**config.mk**
```make
export PLATFORM = sky130hd
export DESIGN_NAME = bitgen_parallax_bg
export DESIGN_NICKNAME = d
export VERILOG_FILES = /design/src/rtl/bitgen_parallax_bg.sv
export SDC_FILE = /design/constraint.sdc
export NUM_CORES = 1
export LEC_CHECK = 0
export CORE_MARGIN = 1
export CORE_UTILIZATION = 30
export CTS_CLUSTER_DIAMETER = 30
export CTS_CLUSTER_SIZE = 20
export DETAILED_ROUTE_END_ITERATION = 7
export GPL_ROUTABILITY_DRIVEN = 0
export GPL_TIMING_DRIVEN = 0
export SLEW_MARGIN = 25
export SYNTH_ARGS = -nofsm -noshare
export SYNTH_HDL_FRONTEND = slang
export SYNTH_SLANG_ARGS = --single-unit
```
**constraint.sdc**
```tcl
create_clock -name pix_clk -period 37.9 [get_ports pix_clk]
set_input_delay 7.58 -clock pix_clk [delete_from_list [all_inputs] [get_ports pix_clk]]
set_output_delay 7.58 -clock pix_clk [all_outputs]
set_load 0.03 [all_outputs]
```
**src/rtl/bitgen_parallax_bg.sv**
```systemverilog
// bitgen_parallax_bg: scaled, frame-locked scrolling, optionally mirrored background layer.
// Defining BITGEN_BG_FADE_EN enables the output fade by fade_level.
module bitgen_parallax_bg #(
  parameter int          BG_WIDTH        = 180,
  parameter int          BG_HEIGHT       = 180,
  parameter logic [16:0] BASE_ADDR       = 17'd5120,
  parameter int          SCALE_X         = 3,
  parameter int          SCALE_Y         = 2,
  parameter int          V_OFFSET        = 60,
  parameter int          ROM_LATENCY     = 1,
  parameter int          FRAMES_PER_STEP = 2,
  parameter logic [7:0]  BG_R            = 8'h88,
  parameter logic [7:0]  BG_G            = 8'hCC,
  parameter logic [7:0]  BG_B            = 8'h88,
  parameter logic [15:0] TRANSPARENT_KEY = 16'hF81F
) (
  input  logic        pix_clk,
  input  logic        rst,
  input  logic        bright,
  input  logic [9:0]  hcount,
  input  logic [9:0]  vcount,
  input  logic        dir,
  input  logic [3:0]  scroll_step,
  input  logic        pause,
  input  logic        mirror_en,
  input  logic [1:0]  fade_level,
  input  logic [15:0] bg_data,
  output logic [16:0] bg_addr,
  output logic [7:0]  vga_r,
  output logic [7:0]  vga_g,
  output logic [7:0]  vga_b
);

  localparam int OW   = (BG_WIDTH > 1) ? $clog2(BG_WIDTH) : 1;
  localparam int SW   = OW + 5;
  localparam int FW   = (FRAMES_PER_STEP > 1) ? $clog2(FRAMES_PER_STEP) : 1;
  localparam int CW   = 17;
  localparam int VEND = V_OFFSET + BG_HEIGHT * SCALE_Y;
  localparam int HEND = BG_WIDTH * SCALE_X;

  typedef struct packed {
    logic in_band;
    logic bright;
  } ctl_t;

  logic [OW-1:0] scroll_offset;
  logic          flip_phase;
  logic [FW-1:0] frame_cnt;
  logic          frame_tick;
  logic          step_now;

  logic [SW-1:0] off_ext;
  logic [SW-1:0] step_ext;
  logic [SW-1:0] bgw_ext;
  logic [SW-1:0] sum_fwd;
  logic [SW-1:0] nxt_off;
  logic          wrap;

  assign frame_tick = (hcount == 10'd0) && (vcount == 10'd0);
  assign step_now   = frame_tick && !pause &&
                      (frame_cnt == FW'(FRAMES_PER_STEP - 1));

  always_comb begin
    off_ext  = SW'(scroll_offset);
    step_ext = SW'(scroll_step);
    bgw_ext  = SW'(BG_WIDTH);
    sum_fwd  = off_ext + step_ext;
    wrap     = 1'b0;
    nxt_off  = off_ext;
    if (!dir) begin
      wrap    = sum_fwd >= bgw_ext;
      nxt_off = wrap ? sum_fwd - bgw_ext : sum_fwd;
    end else begin
      wrap    = step_ext > off_ext;
      nxt_off = wrap ? off_ext + bgw_ext - step_ext
                     : off_ext - step_ext;
    end
  end

  // Scroll state moves only on frame ticks; pause freezes the divider too.
  always_ff @(posedge pix_clk) begin
    if (rst) begin
      scroll_offset <= '0;
      flip_phase    <= 1'b0;
      frame_cnt     <= '0;
    end else if (frame_tick && !pause) begin
      if (step_now) begin
        frame_cnt     <= '0;
        scroll_offset <= OW'(nxt_off);
        if (wrap && mirror_en) begin
          flip_phase <= ~flip_phase;
        end
      end else begin
        frame_cnt <= frame_cnt + 1'b1;
      end
    end
  end

  logic [CW-1:0] h_ext;
  logic [CW-1:0] v_ext;
  logic [CW-1:0] x0;
  logic [CW-1:0] y_img;
  logic [CW-1:0] xs_sum;
  logic [CW-1:0] xs;
  logic [CW-1:0] x_img;
  logic [CW-1:0] lin;
  logic [16:0]   addr_c;
  logic          in_band_c;

  always_comb begin
    h_ext     = CW'(hcount);
    v_ext     = CW'(vcount);
    in_band_c = bright &&
                (v_ext >= CW'(V_OFFSET)) &&
                (v_ext <  CW'(VEND)) &&
                (h_ext <  CW'(HEND));
    x0        = h_ext / CW'(SCALE_X);
    y_img     = (v_ext - CW'(V_OFFSET)) / CW'(SCALE_Y);
    xs_sum    = x0 + CW'(scroll_offset);
    xs        = (xs_sum >= CW'(BG_WIDTH)) ? xs_sum - CW'(BG_WIDTH)
                                          : xs_sum;
    x_img     = flip_phase ? CW'(BG_WIDTH - 1) - xs : xs;
    lin       = y_img * CW'(BG_WIDTH) + x_img;
    addr_c    = in_band_c ? BASE_ADDR + lin : BASE_ADDR;
  end

  ctl_t a_ctl;
  ctl_t dly [ROM_LATENCY];
  ctl_t o_ctl;

  always_ff @(posedge pix_clk) begin
    if (rst) begin
      bg_addr <= BASE_ADDR;
      a_ctl   <= '0;
    end else begin
      bg_addr <= addr_c;
      a_ctl   <= '{in_band: in_band_c, bright: bright};
    end
  end

  // Control bits ride alongside the ROM so they meet bg_data in step.
  always_ff @(posedge pix_clk) begin
    if (rst) begin
      for (int i = 0; i < ROM_LATENCY; i++) begin
        dly[i] <= '0;
      end
    end else begin
      dly[0] <= a_ctl;
      for (int i = 1; i < ROM_LATENCY; i++) begin
        dly[i] <= dly[i-1];
      end
    end
  end

  assign o_ctl = dly[ROM_LATENCY-1];

  logic [7:0] px_r;
  logic [7:0] px_g;
  logic [7:0] px_b;
  logic       is_key;

  assign is_key = bg_data == TRANSPARENT_KEY;

  always_comb begin
    px_r = 8'h00;
    px_g = 8'h00;
    px_b = 8'h00;
    unique case (1'b1)
      !o_ctl.bright: begin
        px_r = 8'h00;
        px_g = 8'h00;
        px_b = 8'h00;
      end
      o_ctl.bright && (!o_ctl.in_band || is_key): begin
        px_r = BG_R;
        px_g = BG_G;
        px_b = BG_B;
      end
      default: begin
        px_r = {bg_data[15:11], bg_data[15:13]};
        px_g = {bg_data[10:5],  bg_data[10:9]};
        px_b = {bg_data[4:0],   bg_data[4:2]};
      end
    endcase
  end

  logic [7:0] f_r;
  logic [7:0] f_g;
  logic [7:0] f_b;

`ifdef BITGEN_BG_FADE_EN
  assign f_r = px_r >> fade_level;
  assign f_g = px_g >> fade_level;
  assign f_b = px_b >> fade_level;
`else
  logic unused_fade;
  assign unused_fade = ^fade_level;
  assign f_r = px_r;
  assign f_g = px_g;
  assign f_b = px_b;
`endif

  always_ff @(posedge pix_clk) begin
    if (rst) begin
      vga_r <= 8'h00;
      vga_g <= 8'h00;
      vga_b <= 8'h00;
    end else begin
      vga_r <= f_r;
      vga_g <= f_g;
      vga_b <= f_b;
    end
  end

endmodule

```
; ---- Yosys cells after proc, flatten, opt, wreduce, memory -nomap -nowiden
; Memories as Yosys holds them, arrays and structs flattened.
; Cells that the tools add are included.
[totals]
reg_bits = 53
mem_bits_rw = 2
input_bits = 48
out_inout_bits = 41
word_cells = 66
memories = 1
[mem_list]
columns = name, words, width, rd, rd_ports_with_merged_regs, write_ports, line_no
row1 = dly, 1, 2, 1, 0, 1, 128  ; ctl_t dly [ROM_LATENCY];
[classes]
n_addsub = 12
multipliers = 1
div = 1
magnitude_cmp = 6
eq_ne = 1
muxes = 15
bitwise = 2
reduce_logical = 18
[op_table]
columns = operator, n
row1 = case mux 8 bit (2 select lines), 3
row2 = 2-to-1 mux 17 bit, 2
row3 = 2-to-1 mux 8 bit, 3
row4 = logical NOT 10 bit, 2
row5 = "adder 13 x 17 -> 17 bit, first input constant", 1
row6 = adder 17 bit, 1
row7 = adder 17 x 8 -> 17 bit, 1
row8 = "divider 10 x 2 -> 17 bit, second input constant", 1
row9 = ">= comparator 17 x 8 -> 1 bit, second input constant", 1
row10 = "subtractor 17 x 8 -> 17 bit, second input constant", 1
row11 = "subtractor 8 x 17 -> 17 bit, first input constant", 1
row12 = "== test 16 bit, second input constant", 1
row13 = "multiplier 16 x 6 -> 15 bit, second input constant", 1
row14 = subtractor 8 x 4 -> 8 bit, 2
row15 = "subtractor 10 x 6 -> 11 bit, second input constant", 1
row16 = ">= comparator 10 x 6 -> 1 bit, second input constant", 1
row17 = "less-than comparator 10 bit, second input constant", 1
row18 = "less-than comparator 10 x 9 -> 1 bit, second input constant", 1
row19 = adder 8 x 4 -> 9 bit, 1
row20 = ">= comparator 9 x 8 -> 1 bit, second input constant", 1
row21 = "adder 8 bit, second input constant", 1
row22 = greater-than comparator 4 x 8 -> 1 bit, 1
row23 = logical AND 1 bit, 8
row24 = "subtractor 8 bit, second input constant", 1
row25 = other kinds (9), 18

; ---- Logic depth before layout (Yosys ltp)
; Gate-level depths: netlist (run 1).
[logic_depth]
depth_word = 8
ltp_mapped = 58
depth_no_buf = 53

; ---- Least setup slack after synthesis (run 1)
; No wires, ideal clock.
[synth_timing]
path_kind = in2reg
from = input hcount[8]
to = register bg_addr[16]
setup_ps = 128
t_arrival_ps = 17752
required_ps = 37772
slack_ps = 20021
cell_stages = 57
path_buffers = 4
path_cell_list = buf_4 > clkbuf_1 > clkbuf_1 > ha_1 > buf_2 > mux2_2 > o2111ai_2 > o221ai_2 > nor3_4 > nor2_2 > o311a_4 > o21ba_4 > a2111o_1 > and4_4 > nor4_4 > or2b_1 > xor2_1 > ha_1 > [... 21 more ...] > xnor2_1 > ha_1 > ha_1 > a21o_1 > a21oi_1 > o21bai_1 > a21oi_1 > nor2b_1 > o21a_1 > o21ai_0 > a21oi_1 > o21ai_0 > nand2b_1 > a21oi_1 > o21ai_0 > xnor2_1 > xnor2_1 > nor2_1
[synth_via]
elab_chain_cells = 8
elab_cells_between_ends = 13
cone_classes = add/sub (5) / div (1) / order compare (2) / mux (2) / bitwise (1) / reduce/logical (2)
[synth_rtl]
columns = item, line_no
row1 = from (decl), 20  ; input logic [9:0] hcount,
row2 = divider 10 x 2 -> 17 bit, 117  ; x0 = h_ext / CW'(SCALE_X);
row3 = adder 17 x 8 -> 17 bit, 119  ; xs_sum = x0 + CW'(scroll_offset);
row4 = subtractor 17 x 8 -> 17 bit / >= comparator 17 x 8 -> 1 bit (equally long branches), 120  ; xs = (xs_sum >= CW'(BG_WIDTH)) ? xs_sum - CW'(BG_WIDTH)
row5 = 2-to-1 mux 17 bit, 120
row6 = subtractor 8 x 17 -> 17 bit, 122  ; x_img = flip_phase ? CW'(BG_WIDTH - 1) - xs : xs;
row7 = 2-to-1 mux 17 bit, 122
row8 = adder 17 bit, 123  ; lin = y_img * CW'(BG_WIDTH) + x_img;
row9 = adder 13 x 17 -> 17 bit, 124  ; addr_c = in_band_c ? BASE_ADDR + lin : BASE_ADDR;
row10 = to (signal assigned), 136  ; bg_addr <= addr_c;
row11 = to (decl), 28  ; output logic [16:0] bg_addr,
; Parallel ways exist; a longest one is shown, timed or not.
; A chain may end at the register's enable or synchronous reset.

; ---- Final worst setup path (run 1)
; Same ends and word-level chain as after synthesis.

==> impl_metrics.toml, run 1 <==
[outcome]
outcome = "finished, final reports clean"

[power]
power.switching_uw = 175
p_seq_frac = 0.149
switching_share = 0.451
pwr-share-comb = 0.733
ir_worst_vdd_v = 0.0000313
leakage_nw = 3.36
pwr-share-clk = 0.118
p_per_area_mw_per_mm2 = 48.3
internal_power_uw = 213

[floorplanning]
rows = 54
ioPinCount = 89
core_mm2 = 0.0219
die_x_um = 152
die_h_um = 152
dieArea_mm2 = 0.0230
start_util = 0.307

[timing]
drv_slew = 0
setup_viol = 0
worst_slew_pin_slew_ns = 0.828
rsz0062_at_grt = "no"
maxSlewHeadroom = 0.447
finalClockSkew_ns = 0.0129
hold_violations = 0
final.setup.tns_ns = 0
period_share = 0.519
hold_slack_ns = 0.430
max_clock_freq_mhz = 50.9
period_minus_slack_ns = 19.67

[placement]
dp_cells = 1198
dp_hpwl_um = 13300
port_buffers = 80

[detailed_routing]
via_per_inst = 4.87
drcViolationCount = 0
drt-pass1-iter-count = 4
drt_iter0_drc = 232
vias = 5876
wl_per_cell_um = 12.8
ant_nets = 0
routed_wl_um = 15400

[global_routing]
grt_start_max_net_pins = 19
grtUsageTotal = 0.135
grt_overflow = 0
grt_pass1_vias = 5413
antenna_found_initial = 0
grt_pass1_wl_um = 25200

[logic_synthesis]
syn_nets = 995
yosysWarnings = 0
synth_edf_count = 0
synthTopCellsByArea = "ha_1 16%, dfxtp_1 15%, xnor2_1 7.7%"
yosys.area.top_type = "ha_1"
synth.avg_cell_area_um2 = 8.01
yosysTopAreaCellShare = 0.160
synthCells = 838
syn_area_mm2 = 0.00671
synth_flop_cell = "dfxtp_1"
ys_seq_area_frac = 0.152
synth-seq-cells = 51
async_flop_share = 0
ys_types = 92

[setup_path]
crit_path_max_incr_delay_ns = 0.56
reg2reg_slack_ns = 31.08
crit_top_cell = "ha_1"
critical_path_arrival_ns = 19.83
crit_slowest_cell = "clkdlybuf4s50_1"
path_class = "input port to flop"
worst-path-max-fanout = 10
crit_path_end_kind = "flop"
worstPathRequired_ns = 38.06
critPathLaunchType = "input port"

[clock_tree]
cts_hold_buffers = 0
cts_inserted_buffers = 5
cts_setup_buffers = 0
post_cts_resized = 0
clkSinkCount = 51
clock_latency_ns = 0.30
cts_tree = "done"
clk_path_buf_depth = 2
clkSlewWorstSetupHoldPaths_ns = 0.08
cts_max_level = 2
cts_root_buffer = "clkbuf_16"

[cells_and_area]
layoutNonFillerInstCount = 1206
layout-drive-gt1-share = 0.0616
final_net_count = 1082
area_growth_pct = 19.5
diodes = 0
finish.utilization = 0.367

[flow_run]
cap_viol_max_count = 0

[min_path]
worst_hold_path_type = "flop to flop"
## layout make-up
class | count | area (um^2)
multi-input cells | 668 | 5210
clock buffers | 5 | 125
well taps | 280 | 350
inverters | 90 | 338
flip-flops and latches | 51 | 1020
fillers | 2294 | 13900
plain buffers | 29 | 151
clock inverters | 3 | 27.5
repair buffers | 80 | 801
## worst paths after layout
kind | start | to | cells after the start
max | hcount[8] | bg_addr[16]$_SDFF_PP0_ | 56
min | a_ctl[0]$_SDFF_PP0_ | dly[0][0]$_SDFF_PP0_ | 1
max reg2reg | scroll_offset[1]$_SDFFE_PP0P_ | bg_addr[16]$_SDFF_PP0_ | 34
min reg2reg | a_ctl[0]$_SDFF_PP0_ | dly[0][0]$_SDFF_PP0_ | 1
## state kept, by name (all words and copies together) (netlist names)
name and count:
bg_addr 17, scroll_offset 8, vga_g 8, vga_b 6, vga_r 6, a_ctl 2
dly 2, flip_phase 1, frame_cnt 1
## logic make-up after synthesis
kind of cell	share of synthesized area
compound gates	0.216
xor+xnor	0.110
fa+ha+maj	0.230
buf+inv	0.0729
flops	0.152
mux	0.0136
simple gates	0.204
## placed cells by master, fill, tap and decap left out, drive strengths merged, types with 22 or more instances in the layout
cell / Yosys / routed
clkdlybuf4s50: 0 / 80
o21ai: 40 / 40
xor2: 23 / 23
nand2: 57 / 57
inv: 90 / 91
nor2: 86 / 86
a21oi: 52 / 52
fa: 23 / 23
and2: 22 / 22
dfxtp: 51 / 51
ha: 86 / 86
xnor2: 59 / 59
## routing by layer
metal / track usage / wire length, um / up-vias
met3: 0.0123 / 610 / 13
met1: 0.173 / 7450 / 2675
li1: - / - / 3080
met4: 0.0322 / 171 / 0
met5: 0 / 0 / -
met2: 0.241 / 7210 / 108
## synth_stat cells (12+ instances only)
library cell  instances
a21oi_1              50
nor2b_1              13
xnor2_1              59
o21bai_1             18
inv_1                89
and2_1               22
fa_1                 23
dfxtp_1              51
nor2_1               83
o211ai_1             12
xor2_1               23
nor3_1               16
nand3_1              17
nand2_1              56
o21ai_0              34
a211oi_1             12
ha_1                 86
## stage by stage
step           worst slack, ns  power [mW]  cell area, um^2
2_1_floorplan            20.02       0.293             6710
3_3_place_gp             18.02       0.344             7860
3_5_place_dp             18.01       0.344             7870
4_1_cts                  18.27       0.394             8020
5_1_grt                  17.09       0.434             8020
6_report                 18.23       0.388             8020
## worst max-delay path: cells and delay by family
family	cells	cell delay (ns)
compound gates	23	4.77
simple gates	14	2.42
fa+ha+maj	8	2.30
buf+inv	4	1.25
xor+xnor	6	1.12
mux	1	0.35
## power groups by stage
stage	Clock, mW	Combinational (mW)	Sequential [mW]
CTS	0.0475	0.288	0.0578
detailed placement	0	0.285	0.0590
finish	0.0457	0.285	0.0577
global placement	0	0.285	0.0589
global route	0.0489	0.327	0.0581
floorplan	0	0.227	0.0654
Power figures use the tool's default switching activity.
==> run 2, diff against run 1 <==
==> constraint.sdc (replaced) <==
create_clock -name pix_clk -period 20.5 [get_ports pix_clk]
set_input_delay 4.1 -clock pix_clk [delete_from_list [all_inputs] [get_ports pix_clk]]
set_output_delay 4.1 -clock pix_clk [all_outputs]
set_load 0.03 [all_outputs]
==> results of run 2 <==
The final DEF is identical to that of run 1. Status: finished, final reports clean.
Among the figures that moved: setup slack after placement 18.01 ns -> 4.09 ns; setup slack after layout 18.23 ns -> 4.31 ns; register-to-register setup slack 31.08 ns -> 13.68 ns; total power 0.388 mW -> 0.717 mW; worst IR drop on VDD 0.0000313 V -> 0.0000579 V
==> run 3, diff against run 2 <==
==> constraint.sdc (replaced) <==
create_clock -name pix_clk -period 13.8 [get_ports pix_clk]
set_input_delay 2.76 -clock pix_clk [delete_from_list [all_inputs] [get_ports pix_clk]]
set_output_delay 2.76 -clock pix_clk [all_outputs]
set_load 0.03 [all_outputs]
==> impl_metrics.toml, run 3 (synthesized netlist as in run 1, its figures left out) <==
[cells_and_area]
fillCellCount = 2250
top_register = "bg_addr"
layout_common_cells = "89 x inv_1, 83 x ha_1, 82 x nor2_1, 79 x clkdlybuf4s50_1"
finish.utilization = 0.385
register_area_mm2 = 0.00102
diodes = 0
final_common_cell = "inv_1"
layout-drive-gt1-share = 0.120
final_area_mm2 = 0.00842
layoutNonFillerInstCount = 1215
multi_input_area_mm2 = 0.00553
reg_top3 = "bg_addr (17), scroll_offset (8), vga_g (8)"
area_growth_pct = 25.5
final_net_count = 1091
largest_reg_flops = 17

[floorplanning]
rows = 54
start_util = 0.307
core_mm2 = 0.0219
ioPinCount = 89
dieArea_mm2 = 0.0230
die_h_um = 152
die_x_um = 152

[clock_tree]
cts_hold_buffers = 0
clkSinkCount = 51
cts_max_level = 2
clock_latency_ns = 0.30
clkSlewWorstSetupHoldPaths_ns = 0.08
cts_tree = "done"
cts_root_buffer = "clkbuf_16"
cts_inserted_buffers = 5
clk_path_buf_depth = 2

[global_routing]
grt_pass1_wl_um = 25600
grtUsageTotal = 0.137
grt_pass1_vias = 5498
antenna_found_initial = 0
grt_overflow = 0
grt_start_max_net_pins = 19

[power]
p_per_area_mw_per_mm2 = 132
ir_worst_vdd_v = 0.0000866
leakage_nw = 3.50

[detailed_routing]
ant_nets = 0
via_per_inst = 4.93
drt-pass1-iter-count = 4
drcViolationCount = 0
drt_iter0_drc = 227
routed_wl_um = 16000
wl_per_cell_um = 13.2
vias = 5993

[timing]
setup_viol = 0
max_clock_freq_mhz = 76.2
final.setup.tns_ns = 0
period_minus_slack_ns = 13.12
worst_slew_pin_slew_ns = 0.790
drv_slew = 0
finalClockSkew_ns = 0.0129
hold_slack_ns = 0.430
hold_violations = 0
period_share = 0.951
maxSlewHeadroom = 0.472

[placement]
placed_cell_area_mm2 = 0.00787
port_buffers = 80
dp_hpwl_um = 13300
dp_cells = 1198

[flow_run]
cap_viol_max_count = 0

[setup_path]
worst-path-max-fanout = 10
critical_path_arrival_ns = 13.28
path_class = "input port to flop"
crit_top_cell = "a21oi_2"
crit_path_max_incr_delay_ns = 0.39
crit_path_end_kind = "flop"
worstPathRequired_ns = 13.96
crit_slowest_cell = "o311a_4"
critPathLaunchType = "input port"

[min_path]
worst_hold_path_type = "flop to flop"

[outcome]
outcome = "finished, final reports clean"
[run 3: where the power goes]
part | switching, mW | leakage [nW] | internal, mW
clock | 0.0567 | 0.0719 | 0.0688
sequential | 0.00230 | 0.413 | 0.156
combinational | 0.446 | 3.01 | 0.386
[run 3: worst paths after layout]
| check | start | slack, ns | end | depth (start not counted) |
|---|---|---|---|---|
| setup / recovery | hcount[8] | 0.68 | bg_addr[16]$_SDFF_PP0_ | 58 |
| hold / removal | a_ctl[0]$_SDFF_PP0_ | 0.43 | dly[0][0]$_SDFF_PP0_ | 1 |
| setup reg to reg | scroll_offset[1]$_SDFFE_PP0P_ | 7.46 | bg_addr[16]$_SDFF_PP0_ | 34 |
| hold reg to reg | a_ctl[0]$_SDFF_PP0_ | 0.43 | dly[0][0]$_SDFF_PP0_ | 1 |
[run 3: critical path: cells and delay by family]
| family | cells | cell delay (ns) |
|---|---|---|
| compound gates | 25 | 4.48 |
| fa+ha+maj | 8 | 2.00 |
| simple gates | 12 | 1.72 |
| xor+xnor | 6 | 1.00 |
| buf+inv | 5 | 0.75 |
| mux | 2 | 0.54 |
[run 3: cell type report]
class / count / area share
Clock buffer: 5 / 0.0149
Clock inverter: 3 / 0.00327
Tap cell: 280 / 0.0416
Inverter: 90 / 0.0401
Buffer: 28 / 0.0190
Timing Repair Buffer: 90 / 0.103
Multi-Input combinational cell: 668 / 0.657
Sequential cell: 51 / 0.121
[run 3: routing by layer]
| metal | vias up | GRT usage | share of wire |
|---|---|---|---|
| met4 | 0 | 0.0347 | 0.012 |
| met2 | 105 | 0.246 | 0.48 |
| met5 | - | 0 | 0 |
| met1 | 2775 | 0.174 | 0.47 |
| met3 | 14 | 0.0129 | 0.037 |
| li1 | 3099 | - | - |
[run 3: metrics by stage]
stage / total power [mW] / worst slack (ns)
after CTS: 1.11 / 0.0199
after floorplan: 0.804 / 0.741
after global placement: 0.945 / -1.26
final: 1.12 / 0.679
after global routing: 1.24 / -0.0201
after detailed placement: 0.944 / -1.27
[run 3: what timing repair did]
| item | in CTS | in global routing |
|---|---|---|
| pin swaps | 5 | 15 |
| endpoints found under the setup margin | 7 | 6 |
| setup buffers | 5 | 5 |
| endpoints found under the hold margin | 0 | 0 |
| gates resized for setup | 31 | 36 |
